$ cat src/rtl/gastric_pkg.sv
// Shared state encoding, default timing constants and the interval floor
// for the gastric slow-wave demand pacer.
package gastric_pkg;

    typedef enum logic [1:0] {
        ST_DISABLED = 2'd0,
        ST_PULSE    = 2'd1,
        ST_REFRACT  = 2'd2,
        ST_ESCAPE   = 2'd3
    } pacer_state_t;

    localparam int DEFAULT_INTERVAL = 400;
    localparam int REFRACTORY       = 40;
    localparam int PULSE_CYCLES     = 2;

    // Shortest escape interval that still leaves room for pulse plus refractory.
    function automatic int min_interval(input int refractory, input int pulse_cycles);
        return refractory + pulse_cycles;
    endfunction

endpackage

$ cat src/rtl/gastric_pacer_rise_detect.sv
// Rising-edge detector for the intrinsic sense level: one-cycle strobe when
// sense is high and was low on the previous cycle.
module rise_detect (
    input  logic clk,
    input  logic reset,
    input  logic sense,
    output logic rise
);

    logic sense_q;

    always_ff @(posedge clk) begin
        if (reset) begin
            sense_q <= 1'b0;
        end else begin
            sense_q <= sense;
        end
    end

    assign rise = sense & ~sense_q;

endmodule

$ cat src/rtl/gastric_pacer.sv
// Demand pacer driving ring 0: paces at the escape interval unless an intrinsic
// beat is sensed. Optional sensed-beat hysteresis with GASTRIC_PACER_HYST_EN.
module gastric_pacer
    import gastric_pkg::*;
#(
    parameter int CNT_W            = 16,
    parameter int DEFAULT_INTERVAL = gastric_pkg::DEFAULT_INTERVAL,
    parameter int REFRACTORY       = gastric_pkg::REFRACTORY,
    parameter int PULSE_CYCLES     = gastric_pkg::PULSE_CYCLES
`ifdef GASTRIC_PACER_HYST_EN
    ,
    parameter int HYST_CYCLES      = 50
`endif
) (
    input  logic             clk,
    input  logic             reset,
    input  logic             enable,
    input  logic             interval_wr,
    input  logic [CNT_W-1:0] interval_data,
    input  logic             sense,
    output logic             activate,
    output logic             paced,
    output logic             sensed_evt,
    output logic [15:0]      beat_count,
    output pacer_state_t     pacer_state
);

    localparam logic [CNT_W-1:0] MIN_INT   = CNT_W'(min_interval(REFRACTORY, PULSE_CYCLES));
    localparam logic [CNT_W-1:0] PULSE_LEN = CNT_W'(PULSE_CYCLES);
    localparam logic [CNT_W-1:0] REFR_LAST = CNT_W'(REFRACTORY - 1);

    pacer_state_t     state, state_n;
    logic [CNT_W-1:0] timer, timer_n, timer_inc;
    logic [CNT_W-1:0] interval_reg, shadow, shadow_n, sensed_shadow;
    logic             act_n, paced_n, sensed_n;
    logic [15:0]      beat_n;
    logic             rise;

    rise_detect u_rise (
        .clk   (clk),
        .reset (reset),
        .sense (sense),
        .rise  (rise)
    );

`ifdef GASTRIC_PACER_HYST_EN
    logic [CNT_W:0] hyst_sum;
    assign hyst_sum      = {1'b0, interval_reg} + (CNT_W+1)'(HYST_CYCLES);
    assign sensed_shadow = hyst_sum[CNT_W] ? '1 : hyst_sum[CNT_W-1:0];
`else
    assign sensed_shadow = interval_reg;
`endif

    assign timer_inc   = (timer == '1) ? timer : timer + 1'b1;
    assign pacer_state = state;

    always_comb begin
        state_n  = state;
        timer_n  = timer_inc;
        shadow_n = shadow;
        act_n    = 1'b0;
        paced_n  = 1'b0;
        sensed_n = 1'b0;
        if (!enable) begin
            state_n = ST_DISABLED;
            timer_n = '0;
        end else begin
            case (state)
                ST_DISABLED: begin
                    state_n  = ST_REFRACT;
                    timer_n  = '0;
                    shadow_n = interval_reg;
                end
                ST_PULSE: begin
                    if (timer_inc < PULSE_LEN) act_n = 1'b1;
                    else                       state_n = ST_REFRACT;
                end
                ST_REFRACT: begin
                    if (timer >= REFR_LAST) state_n = ST_ESCAPE;
                end
                ST_ESCAPE: begin
                    // A sensed beat on the expiry cycle still inhibits the pace.
                    if (rise) begin
                        sensed_n = 1'b1;
                        timer_n  = '0;
                        state_n  = ST_REFRACT;
                        shadow_n = sensed_shadow;
                    end else if (timer >= shadow - 1'b1) begin
                        act_n    = 1'b1;
                        paced_n  = 1'b1;
                        timer_n  = '0;
                        state_n  = ST_PULSE;
                        shadow_n = interval_reg;
                    end
                end
                default: state_n = ST_DISABLED;
            endcase
        end
        beat_n = beat_count;
        if ((paced_n || sensed_n) && beat_count != 16'hFFFF) beat_n = beat_count + 16'd1;
    end

    always_ff @(posedge clk) begin
        if (reset) begin
            state        <= ST_DISABLED;
            timer        <= '0;
            interval_reg <= CNT_W'(DEFAULT_INTERVAL);
            shadow       <= CNT_W'(DEFAULT_INTERVAL);
            activate     <= 1'b0;
            paced        <= 1'b0;
            sensed_evt   <= 1'b0;
            beat_count   <= '0;
        end else begin
            state      <= state_n;
            timer      <= timer_n;
            shadow     <= shadow_n;
            activate   <= act_n;
            paced      <= paced_n;
            sensed_evt <= sensed_n;
            beat_count <= beat_n;
            if (interval_wr) interval_reg <= (interval_data < MIN_INT) ? MIN_INT : interval_data;
        end
    end

endmodule

$ cat config.mk
export PLATFORM = sky130hd
export DESIGN_NAME = gastric_pacer
export DESIGN_NICKNAME = d
export VERILOG_FILES = /design/src/rtl/gastric_pkg.sv /design/src/rtl/gastric_pacer_rise_detect.sv /design/src/rtl/gastric_pacer.sv
export SDC_FILE = /design/constraint.sdc
export NUM_CORES = 1
export LEC_CHECK = 0
export ABC_AREA = 1
export CAP_MARGIN = 5
export CORE_UTILIZATION = 52
export DETAILED_ROUTE_END_ITERATION = 10
export PLACE_DENSITY = 0.74
export SKIP_CTS_REPAIR_TIMING = 1
export SLEW_MARGIN = 20
export SYNTH_ARGS = -nofsm -noshare
export SYNTH_HDL_FRONTEND = slang
export SYNTH_HIERARCHICAL = 1
export SYNTH_SLANG_ARGS = --single-unit
$ cat constraint.sdc
create_clock -name clk -period 3.3 [get_ports clk]
set_input_delay 0.99 -clock clk [delete_from_list [all_inputs] [get_ports clk]]
set_output_delay 0.99 -clock clk [all_outputs]
set_load 0.1 [all_outputs]
* Word level (Yosys, flattened, before mapping)
Cells that the tools add are included.
** Word-level totals
- Bits in registers :: 70
- Input bits :: 21
- Output and inout port bits :: 21
- Logic and storage cells :: 56
** Cells by class
- $add $sub $neg :: 3
- $lt $le $gt $ge :: 4
- Eq/ne operators :: 8
- Multiplexer cells :: 22
- Bitwise operators :: 3
- Reductions and logical operators :: 7
** Operator list (count)
- 16-bit 2-to-1 mux :: 6
- 16-bit one-hot mux with 2 select lines :: 2
- 16-bit by 1-bit adder with 16-bit output (second input constant) :: 2
- 16-bit equality test (second input constant) :: 1
- 16-bit >= comparator :: 1
- 16-bit by 6-bit >= comparator with 1-bit output (second input constant) :: 1
- 16-bit by 2-bit less-than comparator with 1-bit output (second input constant) :: 1
- 16-bit by 6-bit less-than comparator with 1-bit output (second input constant) :: 1
- 16-bit != test (second input constant) :: 1
- 16-bit by 1-bit subtractor with 16-bit output (second input constant) :: 1
- 1-bit 2-to-1 mux :: 8
- 2-bit 2-to-1 mux :: 4
- 2-bit one-hot mux with 4 select lines :: 1
- 3-bit AND reduction :: 2
- 2-bit equality test (second input constant) :: 2
- 2-bit != test (second input constant) :: 2
- 3-bit != test (second input constant) :: 1
- 2-bit by 1-bit equality test with 1-bit output (second input constant) :: 1
- 2-bit logical NOT :: 1
- 1-bit inverter :: 2
- 1-bit one-hot mux with 2 select lines :: 1
- 2-bit nonzero test :: 1
- 2-bit OR reduction :: 1
- 1-bit AND :: 1
- 2 further kinds :: 2

* Logic depth before layout (Yosys ltp)
- Depth after elaboration :: 8
- Depth in mapped cells :: 22
- Mapped depth without buffers :: 22

* By module
The synthesis kept the hierarchy.
** Modules (own cells, without submodules)
- gastric_pacer :: times used 1, cells each 605, area an instance 4120.2 µm², sequential area each 1381.3 µm²
- rise_detect :: times used 1, cells each 4, area an instance 31.3 µm², sequential area each 20.0 µm²

* Worst setup path after synthesis
Ideal clock, no wire load.
- Kind :: register to register
- From :: register shadow[0]
- To :: register shadow[4]
- Setup time :: 0.134 ns
- Arrival :: 2.789 ns
- Data required time :: 3.166 ns
- Path slack :: 0.377 ns
- Cell stages (with the launch flop) :: 22
- Buffers on the path :: 1
- Clock period less this slack :: 2.923 ns
- Path through :: dfxtp_1 > inv_1 > ha_1 > nand3_1 > nor3_1 > nand2_1 > nor3_1 > nand3_1 > xor2_1 > inv_1 > ha_1 > nand2_1 > inv_1 > nand3_1 > inv_1 > a21oi_1 > nand2_1 > o211ai_1 > buf_2 > inv_1 > nand2_1 > nand3_1
** Between the ends
- Word-level cells in the longest chain between the ends :: 4
** RTL lines
- start, declared :: line gastric_pacer.sv:34 : logic [CNT_W-1:0] interval_reg, shadow, shadow_n, sensed_shadow;
- start signal, assigned :: line gastric_pacer.sv:108 : shadow <= CNT_W'(DEFAULT_INTERVAL);
- start signal, assigned :: line gastric_pacer.sv:116 : shadow <= shadow_n;
- 16-bit by 1-bit subtractor with 16-bit output :: line gastric_pacer.sv:88 : end else if (timer >= shadow - 1'b1) begin
- 16-bit >= comparator :: line gastric_pacer.sv:88
- 3-bit != test (no line)
- 3-bit AND reduction (no line)
Every way passes these cells.
A chain may end at the register's enable or synchronous reset.

* Final worst setup path
- From :: register shadow[0]
- To :: register shadow[7]
Same word-level chain as after synthesis.

==> impl_metrics.yaml <==
global_route:
  grt_pass1_vias: 3738
  grt_usage_pct: 24.38
  grt_max_degree: 31
  grt_first_pass_wirelength_um: 16600
  overflow: 0
  antenna_found_initial: 0
synth:
  yosys_most_used_dff: "dfxtp_1"
  yosys_warnings: 6
  syn_avg_cell_area_um2: 6.817
  ys_types: 33
  netlist_instances: 609
  async_flop_share_pct: 0
  ys_ff_latch: 70
  ys_seq_area_share_pct: 33.76
  synth_edf_count: 0
  syn-num-nets: 652
  netlist_area_um2: 4151
floorplan:
  initial_utilization_pct: 53.72
  die_h_um: 91.35
  coreArea_um2: 7727
  placementRows: 32
  fp.dieArea_um2: 8345
  num_io_pins: 42
  fp.dieW_um: 91.35
timing:
  max_freq_ghz: 0.3181
  finalSetupViolCount: 0
  hold_viol_final: 0
  slew_violations: 0
  tightest_slew_ns: 0.5472
  period_needed_ns: 3.144
  fin_crit_sh_pct: 95.27
  max_slew_margin_pct: 63.48
  setup_ws_ns: 0.1561
  fin_worst_skew_ns: 0.01219
cts:
  insertion_delay_ns: 0.35
  clockBufferDepth: 2
  cts-buffers-inserted: 9
  cts_tree: "built"
  root_buffer: "clkbuf_8"
  clk_pin_slew_ns: 0.08
  cts.sinks: 70
  cts-htree-levels: 3
routing:
  vias_per_cell: 5.170
  first_pass_iters: 8
  drt_wl_total_um: 9790
  wl_per_cell_um: 12.73
  route.detailed.drc: 0
  num_vias: 3976
  drtIter0Drc: 205
  ant_nets: 0
setup_path:
  crit_path_top_delay_cell: "dfxtp_1"
  slowest_delay_ns: 0.31
  worst-path-max-fanout: 8
  critical_path_class: "register to register"
  endpoint_kind: "register"
  cp_data_arrival_time_ns: 3.36
  cp_common_cell: "inv_1"
  critPathRequiredTime_ns: 3.52
  start_kind: "register"
  path_cells: "inv_2 -> ha_4 -> nand3_2 -> nor3_4 -> nand2_2 -> nor3_4 -> nand3_1 -> xor2_1 -> inv_1 -> ha_1 -> nand2_2 -> inv_1 -> nand3_2 -> inv_1 -> a21oi_2 -> nand2_2 -> o211ai_1 -> buf_4 -> clkbuf_16 -> inv_1 -> nand2_1 -> nand3_1"
power:
  p_clk_share_pct: 42.0
  finalPower_w: 0.002081
  p_sw_w: 0.0005455
  swShare_pct: 26.21
  power.share.sequential_pct: 43.8
  p_int_w: 0.001535
  pwr-share-comb_pct: 14.2
  powerDensity_nw_per_um2: 409.8
  p_leak_nw: 2.270
  max-vdd-ir-drop_uv: 346.2
finish:
  drive_gt1_share_pct: 16.79
  n_antenna_cell: 0
  fill_cells: 691
  areaGrowthSynthToFinish_pct: 22.30
  layout.nets: 705
flow_run:
  maxCapViolCount: 0
run_status:
  outcome: "completed"
placed_design:
  dp_slack_ns: -0.02580
  gp_congestion: 0.8718
  dpl.hpwl_um: 6716
  io_buffers: 41
min_path:
  hp-class: "register to register"
==> through the flow <==
step | instance area [µm²] | hold WS (ns) | utilization [%] | std cells | TNS [ns]
4_1_cts | 4875 | 0.4752 | 63.08 | 759 | -1.363
6_report | 5077 | 0.4739 | 65.71 | 769 | 0
5_1_grt | 5077 | 0.5079 | 65.71 | 769 | -1.088
3_3_place_gp | 4621 | 0.4465 | 59.80 | 743 | 0
2_1_floorplan | 4151 | 0.4292 | - | 609 | 0
3_5_place_dp | 4621 | 0.4549 | 59.80 | 743 | -0.06179
==> cells in the final DEF (no fill, tap or decap), types with 11 or more instances in the layout <==
cell type	Yosys	routed
nor2_1	92	91
clkdlybuf4s50_1	0	20
buf_4	1	35
inv_1	69	66
dfxtp_1	70	69
nand2_1	124	121
ha_1	22	20
nand4_1	11	11
o21ai_0	24	22
xor2_1	23	23
nand3_1	50	45
a21oi_1	41	40
nand2_2	13	15
==> critical path, delay by kind of cell, from the launching register on <==
kind	cells	cell delay, ns
flops	1	0.31
simple gates	10	1.17
fa+ha+maj	2	0.44
buf+inv	7	0.64
xor+xnor	1	0.14
compound gates	2	0.30
==> metal layers <==
| metal | GRT usage [%] | routed length (µm) | vias up |
|---|---|---|---|
| li1 | - | - | 2057 |
| met1 | 31.18 | 4383 | 1797 |
| met2 | 40.34 | 4743 | 101 |
| met3 | 4.523 | 422 | 21 |
| met4 | 9.921 | 241 | 0 |
| met5 | 0 | 0 | - |
==> area by class of cell <==
cell class | instances | area, µm² | area share, %
clock buffers | 10 | 137.6 | 2.711
clock inverters | 6 | 116.4 | 2.292
inverters | 73 | 274.0 | 5.397
flip-flops and latches | 70 | 1403 | 27.62
well taps | 102 | 127.6 | 2.514
multi-input cells | 449 | 2497 | 49.19
repair buffers | 59 | 521.8 | 10.28
==> path summary, 6_finish.rpt <==
path / endpoint / slack [ns] / cells past startpoint / start
hold / removal: shadow[4] / 0.47 / 2 / interval_reg[4]
setup / recovery: shadow[7] / 0.16 / 22 / shadow[0]
hold reg to reg: shadow[4] / 0.47 / 2 / interval_reg[4]
setup reg to reg: shadow[7] / 0.16 / 22 / shadow[0]
==> cell usage after synthesis (all sizes together) (7+ instances only) <==
| cell type | number | area, µm² |
|---|---|---|
| nor3 | 11 | 60.06 |
| inv | 73 | 274.0 |
| nand2 | 138 | 558.0 |
| o21ai | 24 | 120.1 |
| nand4 | 11 | 68.82 |
| buf | 10 | 62.56 |
| nor2 | 104 | 435.4 |
| xnor2 | 8 | 70.07 |
| nand3 | 54 | 290.3 |
| ha | 22 | 275.3 |
| xor2 | 23 | 201.4 |
| a21oi | 42 | 214.0 |
| dfxtp | 70 | 1401 |
| clkbuf | 7 | 26.28 |
==> kinds of logic (layout without fill, tap and decap cells) <==
kind of cell,Yosys count,count (layout),share of synthesized area (%)
DFF,70,70,33.76
adders and majority gates,22,22,6.630
and+or+nand+nor,324,324,35.32
AOI/OAI and AO/OA,72,72,9.012
xor gates and xnor gates,31,31,6.540
buffers and inverters,90,148,8.740
==> power groups by stage <==
stage | Sequential [W] | Clock, W | Combinational, W
floorplan | 0.000933 | 0 | 0.000173
global placement | 0.000925 | 0 | 0.000251
detailed placement | 0.000925 | 0 | 0.000257
CTS | 0.000906 | 0.000879 | 0.000261
global route | 0.000915 | 0.000912 | 0.000341
finish | 0.000911 | 0.000874 | 0.000296
Power figures use the tool's default switching activity.
